<file path="src/rtl/instr_fetch_stage_pkg.sv">
// Shared definitions for the instruction fetch stage: FSM encoding, reset and
// increment constants, and the RV32I base opcode map used by the front end.
package instr_fetch_stage_pkg;

  typedef enum logic [1:0] {
    ST_FETCH = 2'd0,
    ST_WAIT  = 2'd1,
    ST_HOLD  = 2'd2,
    ST_DROP  = 2'd3
  } fetch_state_e;

  localparam logic [31:0] RESET_PC_DEFAULT = 32'h0000_0000;
  localparam int unsigned PC_INCR          = 4;

  localparam logic [6:0] OPC_LOAD     = 7'b0000011;
  localparam logic [6:0] OPC_MISC_MEM = 7'b0001111;
  localparam logic [6:0] OPC_OP_IMM   = 7'b0010011;
  localparam logic [6:0] OPC_AUIPC    = 7'b0010111;
  localparam logic [6:0] OPC_STORE    = 7'b0100011;
  localparam logic [6:0] OPC_OP       = 7'b0110011;
  localparam logic [6:0] OPC_LUI      = 7'b0110111;
  localparam logic [6:0] OPC_BRANCH   = 7'b1100011;
  localparam logic [6:0] OPC_JALR     = 7'b1100111;
  localparam logic [6:0] OPC_JAL      = 7'b1101111;
  localparam logic [6:0] OPC_SYSTEM   = 7'b1110011;

endpackage

</file>
<file path="src/rtl/fetch_skid_buf.sv">
// One-entry skid buffer holding an instruction word and its PC while the
// IF/ID register is still occupied. Flush has priority over load/unload.
module fetch_skid_buf
  import instr_fetch_stage_pkg::*;
#(
  parameter int unsigned WIDTH = 32
) (
  input  logic             clk,
  input  logic             reset_n,
  input  logic             flush_i,
  input  logic             load_i,
  input  logic             unload_i,
  input  logic [WIDTH-1:0] data_i,
  input  logic [WIDTH-1:0] pc_i,
  output logic             valid_o,
  output logic [WIDTH-1:0] data_o,
  output logic [WIDTH-1:0] pc_o
);

  logic             valid_q, valid_d;
  logic [WIDTH-1:0] data_q, data_d;
  logic [WIDTH-1:0] pc_q, pc_d;

  always_comb begin
    valid_d = valid_q;
    data_d  = data_q;
    pc_d    = pc_q;
    if (flush_i) begin
      valid_d = 1'b0;
    end else if (load_i) begin
      valid_d = 1'b1;
      data_d  = data_i;
      pc_d    = pc_i;
    end else if (unload_i) begin
      valid_d = 1'b0;
    end
  end

  always_ff @(posedge clk or negedge reset_n) begin
    if (!reset_n) begin
      valid_q <= 1'b0;
      data_q  <= '0;
      pc_q    <= '0;
    end else begin
      valid_q <= valid_d;
      data_q  <= data_d;
      pc_q    <= pc_d;
    end
  end

  assign valid_o = valid_q;
  assign data_o  = data_q;
  assign pc_o    = pc_q;

endmodule

</file>
<file path="src/rtl/instr_fetch_stage.sv">
// Instruction fetch stage: single-outstanding imem requester feeding a registered IF/ID payload.
// Build option FETCH_MISALIGN_TRAP_EN: misaligned redirects set a sticky error and halt fetch.
//
// state | meaning
// FETCH | request presented at PC, waiting for acceptance
// WAIT  | request accepted, waiting for the instruction word
// HOLD  | word parked in the skid buffer until decode frees IF/ID
// DROP  | outstanding word belongs to a flushed path, discard on arrival
module instr_fetch_stage
  import instr_fetch_stage_pkg::*;
#(
  parameter int unsigned      WIDTH    = 32,
  parameter logic [WIDTH-1:0] RESET_PC = WIDTH'(RESET_PC_DEFAULT)
) (
  input  logic             clk,
  input  logic             reset_n,
  output logic             imem_req_valid,
  output logic [WIDTH-1:0] imem_req_addr,
  input  logic             imem_req_ready,
  input  logic             imem_rsp_valid,
  input  logic [WIDTH-1:0] imem_rsp_data,
  input  logic             redirect_valid,
  input  logic [WIDTH-1:0] redirect_pc,
  input  logic             id_ready,
  output logic             id_valid,
  output logic [WIDTH-1:0] id_instr,
  output logic [WIDTH-1:0] id_pc,
  output logic [WIDTH-1:0] id_pc_plus4,
  output logic             misalign_err
);

  localparam logic [WIDTH-1:0] PC_STEP = WIDTH'(PC_INCR);

  fetch_state_e     state_q, state_d;
  logic [WIDTH-1:0] pc_q, pc_d;
  logic [WIDTH-1:0] redir_pc;
  logic             fetch_halt;
  logic             req_fire;

  logic             id_load, id_from_skid;
  logic             id_valid_q, id_valid_d;
  logic [WIDTH-1:0] id_instr_q, id_instr_d;
  logic [WIDTH-1:0] id_pc_q, id_pc_d;
  logic [WIDTH-1:0] id_pc_plus4_q, id_pc_plus4_d;
  logic [WIDTH-1:0] id_src_pc;

  logic             skid_load, skid_unload, skid_valid;
  logic [WIDTH-1:0] skid_data, skid_pc;

`ifdef FETCH_MISALIGN_TRAP_EN
  logic misalign_q, misalign_d;

  assign redir_pc = redirect_pc;

  always_comb begin
    misalign_d = misalign_q;
    if (redirect_valid) misalign_d = (redirect_pc[1:0] != 2'b00);
  end

  always_ff @(posedge clk or negedge reset_n) begin
    if (!reset_n) misalign_q <= 1'b0;
    else          misalign_q <= misalign_d;
  end

  assign fetch_halt   = misalign_q;
  assign misalign_err = misalign_q;
`else
  logic unused_redirect_lsbs;

  assign unused_redirect_lsbs = |redirect_pc[1:0];
  assign redir_pc             = {redirect_pc[WIDTH-1:2], 2'b00};
  assign fetch_halt           = 1'b0;
  assign misalign_err         = 1'b0;
`endif

  always_ff @(posedge clk or negedge reset_n) begin
    if (!reset_n) state_q <= ST_FETCH;
    else          state_q <= state_d;
  end

  always_comb begin
    state_d      = state_q;
    pc_d         = pc_q;
    id_load      = 1'b0;
    id_from_skid = 1'b0;
    skid_load    = 1'b0;
    skid_unload  = 1'b0;
    if (redirect_valid) begin
      pc_d = redir_pc;
      // A word still in flight for the old path must be swallowed before refetching;
      // DROP without a response keeps waiting so only one request is ever outstanding.
      if ((state_q == ST_WAIT || state_q == ST_DROP) && !imem_rsp_valid) state_d = ST_DROP;
      else if (state_q == ST_FETCH && req_fire)                         state_d = ST_DROP;
      else                                                                state_d = ST_FETCH;
    end else begin
      case (state_q)
        ST_FETCH: if (req_fire) state_d = ST_WAIT;
        ST_WAIT: begin
          if (imem_rsp_valid) begin
            pc_d = pc_q + PC_STEP;
            if (!id_valid_q || id_ready) begin
              id_load = 1'b1;
              state_d = ST_FETCH;
            end else begin
              skid_load = 1'b1;
              state_d   = ST_HOLD;
            end
          end
        end
        ST_HOLD: begin
          if (id_ready && skid_valid) begin
            id_load      = 1'b1;
            id_from_skid = 1'b1;
            skid_unload  = 1'b1;
            state_d      = ST_FETCH;
          end
        end
        ST_DROP: if (imem_rsp_valid) state_d = ST_FETCH;
        default: state_d = ST_FETCH;
      endcase
    end
  end

  always_comb begin
    imem_req_valid = 1'b0;
    if (state_q == ST_FETCH && !fetch_halt) imem_req_valid = 1'b1;
  end

  assign imem_req_addr = pc_q;
  assign req_fire      = imem_req_valid && imem_req_ready;

  fetch_skid_buf #(
    .WIDTH (WIDTH)
  ) u_skid (
    .clk      (clk),
    .reset_n  (reset_n),
    .flush_i  (redirect_valid),
    .load_i   (skid_load),
    .unload_i (skid_unload),
    .data_i   (imem_rsp_data),
    .pc_i     (pc_q),
    .valid_o  (skid_valid),
    .data_o   (skid_data),
    .pc_o     (skid_pc)
  );

  assign id_src_pc = id_from_skid ? skid_pc : pc_q;

  always_comb begin
    id_valid_d    = id_valid_q;
    id_instr_d    = id_instr_q;
    id_pc_d       = id_pc_q;
    id_pc_plus4_d = id_pc_plus4_q;
    if (redirect_valid) begin
      id_valid_d = 1'b0;
    end else if (id_load) begin
      id_valid_d    = 1'b1;
      id_instr_d    = id_from_skid ? skid_data : imem_rsp_data;
      id_pc_d       = id_src_pc;
      id_pc_plus4_d = id_src_pc + PC_STEP;
    end else if (id_ready) begin
      id_valid_d = 1'b0;
    end
  end

  always_ff @(posedge clk or negedge reset_n) begin
    if (!reset_n) begin
      pc_q          <= RESET_PC;
      id_valid_q    <= 1'b0;
      id_instr_q    <= '0;
      id_pc_q       <= '0;
      id_pc_plus4_q <= '0;
    end else begin
      pc_q          <= pc_d;
      id_valid_q    <= id_valid_d;
      id_instr_q    <= id_instr_d;
      id_pc_q       <= id_pc_d;
      id_pc_plus4_q <= id_pc_plus4_d;
    end
  end

  assign id_valid    = id_valid_q;
  assign id_instr    = id_instr_q;
  assign id_pc       = id_pc_q;
  assign id_pc_plus4 = id_pc_plus4_q;

endmodule

</file>
<file path="config.mk">
export PLATFORM = sky130hd
export DESIGN_NAME = instr_fetch_stage
export DESIGN_NICKNAME = d
export VERILOG_FILES = /design/src/rtl/instr_fetch_stage_pkg.sv /design/src/rtl/fetch_skid_buf.sv /design/src/rtl/instr_fetch_stage.sv
export SDC_FILE = /design/constraint.sdc
export NUM_CORES = 1
export LEC_CHECK = 0
export ABC_AREA = 1
export CORE_UTILIZATION = 35
export CTS_CLUSTER_SIZE = 8
export DETAILED_ROUTE_END_ITERATION = 10
export DONT_BUFFER_PORTS = 1
export HOLD_SLACK_MARGIN = 0.02
export PLACE_DENSITY = 0.57
export SLEW_MARGIN = 20
export SYNTH_ARGS = -nofsm -noshare
export SYNTH_HDL_FRONTEND = slang
export SYNTH_SLANG_ARGS = --single-unit
</file>
<file path="constraint.sdc">
create_clock -name clk -period 4.2 [get_ports clk]
set_input_delay 0.84 -clock clk [delete_from_list [all_inputs] [get_ports clk]]
set_output_delay 0.84 -clock clk [all_outputs]
set_load 0.02 [all_outputs]
</file>
==> run_results.csv <==
group,metric,value,unit
yosys,yosysWarnings,0,
clock_tree,cts_sinks,188,
power_and_ir_drop,switching_power,0.00286,W
status,outcome,"finished with violations",
job,maxCapViolCount,0,
yosys,syn-cell-area,9410,um2
detailed_routing,first_iter_violations,620,
power_and_ir_drop,p_int,0.00389,W
detailed_routing,route.detailed.drc,12,
power_and_ir_drop,pwr-share-clk,0.247,
place,pre_cts_slack,1.16,ns
clock_tree,tritoncts,"yes",
power_and_ir_drop,comb_power_share,0.208,
final_layout,final_nets,1173,
clock_tree,root_buffer,"clkbuf_16",
clock_tree,cts_buffers,17,
floorplan,die-area,27600,um2
final_layout,area_growth,8.76,%
grt,grt_max_degree,189,
timing,finalSetupTns,0,ns
yosys,seq_area_frac_synth,0.500,
critical_path,crit_arrival,3.33,ns
power_and_ir_drop,power.density,660,nW/um2
timing,setup_violations,0,
yosys,synth_cells,1124,
clock_tree,clk_latency,0.43,ns
floorplan,start_util,0.359,
place,port_buffers,0,
timing,layout_min_cycle_time,3.03,ns
detailed_routing,ant_nets,0,
detailed_routing,vias,7544,
power_and_ir_drop,swShare,0.424,
detailed_routing,wl_per_cell,18.4,um
floorplan,fp.dieW,166,um
detailed_routing,drt-vias-per-instance,5.22,
place,dp_hpwl,18500,um
timing,rsz0062_at_grt,"false",
critical_path,critPathCaptureType,"flip-flop",
final_layout,final_common_cell,"nand2_1",
floorplan,chipHeight,166,um
yosys,synth.distinct_cells,37,
critical_path,critPathMaxFanout,32,
critical_path,critical_path_class,"flip-flop to flip-flop",
timing,maxSlewHeadroom,0.389,
clock_tree,cts.clk_slew.worst_paths,0.08,ns
detailed_routing,drtPass1Iterations,9,
grt,grt_pass1_vias,7213,
critical_path,cp_slowest_cell,"nand4_4",
clock_tree,cts_resized,0,
grt,global_route.overflow_total,0,
min_path,worstHoldPathType,"input port to async pin",
final_layout,antenna_cells,0,
clock_tree,post_cts_buffers,0,
clock_tree,clk_path_buf_depth,2,
floorplan,num_rows,59,
power_and_ir_drop,total_leakage_power,4.68,nW
grt,antenna_found_initial,0,
yosys,ys_ff_latch,188,
timing,finalCritPeriodShare,0.721,
timing,tightest_slew,0.915,ns
timing,fin_worst_skew,0.0120,ns
status,violations,"design-rule violations",
clock_tree,cts_max_level,4,
power_and_ir_drop,ir_drop,0.216,mV
final_layout,fill_cells,2678,
critical_path,cpMostUsedCell,"nand2_1",
timing,hold_viol_final,0,
floorplan,core,26200,um2
yosys,synth.avg_cell_area,8.37,um2
grt,grtUsageTotal,0.196,
timing,drv_slew,0,
final_layout,final_cell_mix,"314 x nand2_1, 188 x dfrtp_1, 114 x nor2_1",
critical_path,worstPathCellList,"inv_1, ha_1, nand4_4, nand2_1, o21ai_1, inv_1, ha_1, nand2_1, nor2_2, nand2_2, nor2_2, nand2_1, nand3_1, nand3_1",
timing,layout_setup_ws,1.17,ns
power_and_ir_drop,seq_power_share,0.545,
final_layout,drive_above_1_share,0.113,
final_layout,final_core_util,0.391,
critical_path,worstSetupStartpointType,"flip-flop",
critical_path,cp_slowest_stage_delay,0.45,ns
place,place_congestion,0.840,
grt,grt_pass1_wl,42100,um
clock_tree,cts_hold_buf,0,
detailed_routing,wirelength,26600,um
critical_path,cp.required,4.50,ns
timing,max_freq,0.330,GHz
floorplan,ios,201,
==> worst paths after layout <==
path	start	to	slack (ns)	depth (start not counted)
worst max-delay path	state_q[0]	id_pc_plus4[30]	1.17	14
worst min-delay path	reset_n	u_skid.data_o[11]	0.1	0
worst max register to register	state_q[0]	id_pc_plus4[30]	1.17	14
worst min register to register	u_skid.pc_o[6]	u_skid.pc_o[6]	0.49	2
max in group asynchronous	reset_n	u_skid.pc_o[22]	3.88	0
min in group clk	u_skid.pc_o[6]	u_skid.pc_o[6]	0.49	2
==> metrics by stage <==
| step | instance area, um2 | total power [W] | std cells | hold slack (ns) |
|---|---|---|---|---|
| after floorplan | 9440 | 0.00462 | 1130 | 0.446 |
| after global placement | 9630 | 0.00509 | 1412 | 0.460 |
| after detailed placement | 9630 | 0.00514 | 1412 | 0.473 |
| after CTS | 10200 | 0.00683 | 1444 | 0.0755 |
| after global routing | 10200 | 0.00719 | 1444 | 0.0703 |
| final | 10200 | 0.00676 | 1444 | 0.0995 |
==> cells by family (layout without fill, tap and decap cells) <==
| logic type | count (synthesis) | after routing | share of synthesized area |
|---|---|---|---|
| AOI/OAI and AO/OA | 177 | 177 | 0.114 |
| xor gates and xnor gates | 17 | 17 | 0.0158 |
| adders and majority gates | 7 | 7 | 0.00930 |
| buffers and inverters | 135 | 114 | 0.0613 |
| DFF | 188 | 188 | 0.500 |
| muxes | 36 | 36 | 0.0431 |
| other | 1 | 7 | 0.000398 |
| and+or+nand+nor | 563 | 563 | 0.257 |
==> registers in the layout, summed over array words and instances, names as in the netlist <==
name            cells
imem_req_addr      30
u_skid.pc_o        30
id_valid            1
id_pc              30
u_skid.data_o      32
u_skid.valid_o      1
id_pc_plus4        30
state_q             2
id_instr           32
==> worst max-delay path, delay by kind of cell, from the launching register on <==
kind,cells,cell delay [ns]
AOI/OAI and AO/OA,1,0.14
adders and majority gates,2,0.48
and+or+nand+nor,9,1.64
buffers and inverters,2,0.23
DFF,1,0.40
==> layer usage <==
metal  wire, um  GRT usage  vias to the layer above
li1           -          -                     3642
met1      12800      0.286                     3659
met2      11600      0.287                      221
met3       1810     0.0467                       22
met4        411     0.0553                        0
met5          0          0                        -
==> final cells by class <==
class,count,area [um2],share of cell area
Tap cell,335,419,0.0409
Inverter,74,279,0.0273
Timing Repair Buffer,8,72.6,0.00709
Multi-Input combinational cell,807,4160,0.406
Clock inverter,13,150,0.0147
Clock buffer,19,453,0.0442
Sequential cell,188,4700,0.460
==> Yosys cell counts (all sizes together) <==
master / count / area (um2)
conb: 1 / 3.75
inv: 74 / 278
dfrtp: 188 / 4700
nor4: 3 / 18.8
nor3: 14 / 70.1
a22oi: 32 / 240
clkbuf: 29 / 109
buf: 32 / 190
o21ai: 58 / 290
o211ai: 15 / 113
o311ai: 1 / 8.76
a31oi: 6 / 37.5
o221ai: 8 / 70.1
o22ai: 8 / 50.1
nand4: 20 / 140
nand2: 335 / 1310
xnor2: 1 / 8.76
a211oi: 1 / 7.51
o21bai: 4 / 30.0
a21oi: 43 / 215
ha: 7 / 87.6
or2: 2 / 12.5
o31ai: 1 / 7.51
nand3: 56 / 293
xor2: 16 / 140
mux2: 36 / 405
nor2: 133 / 577
==> power by group through the flow <==
stage	sequential, W	combinational (W)	clock [W]
3_5_place_dp	0.00373	0.00141	0
6_report	0.00368	0.00141	0.00167
4_1_cts	0.00370	0.00142	0.00171
3_3_place_gp	0.00372	0.00138	0
5_1_grt	0.00377	0.00164	0.00179
2_1_floorplan	0.00347	0.00115	0
Power figures use the tool's default switching activity.
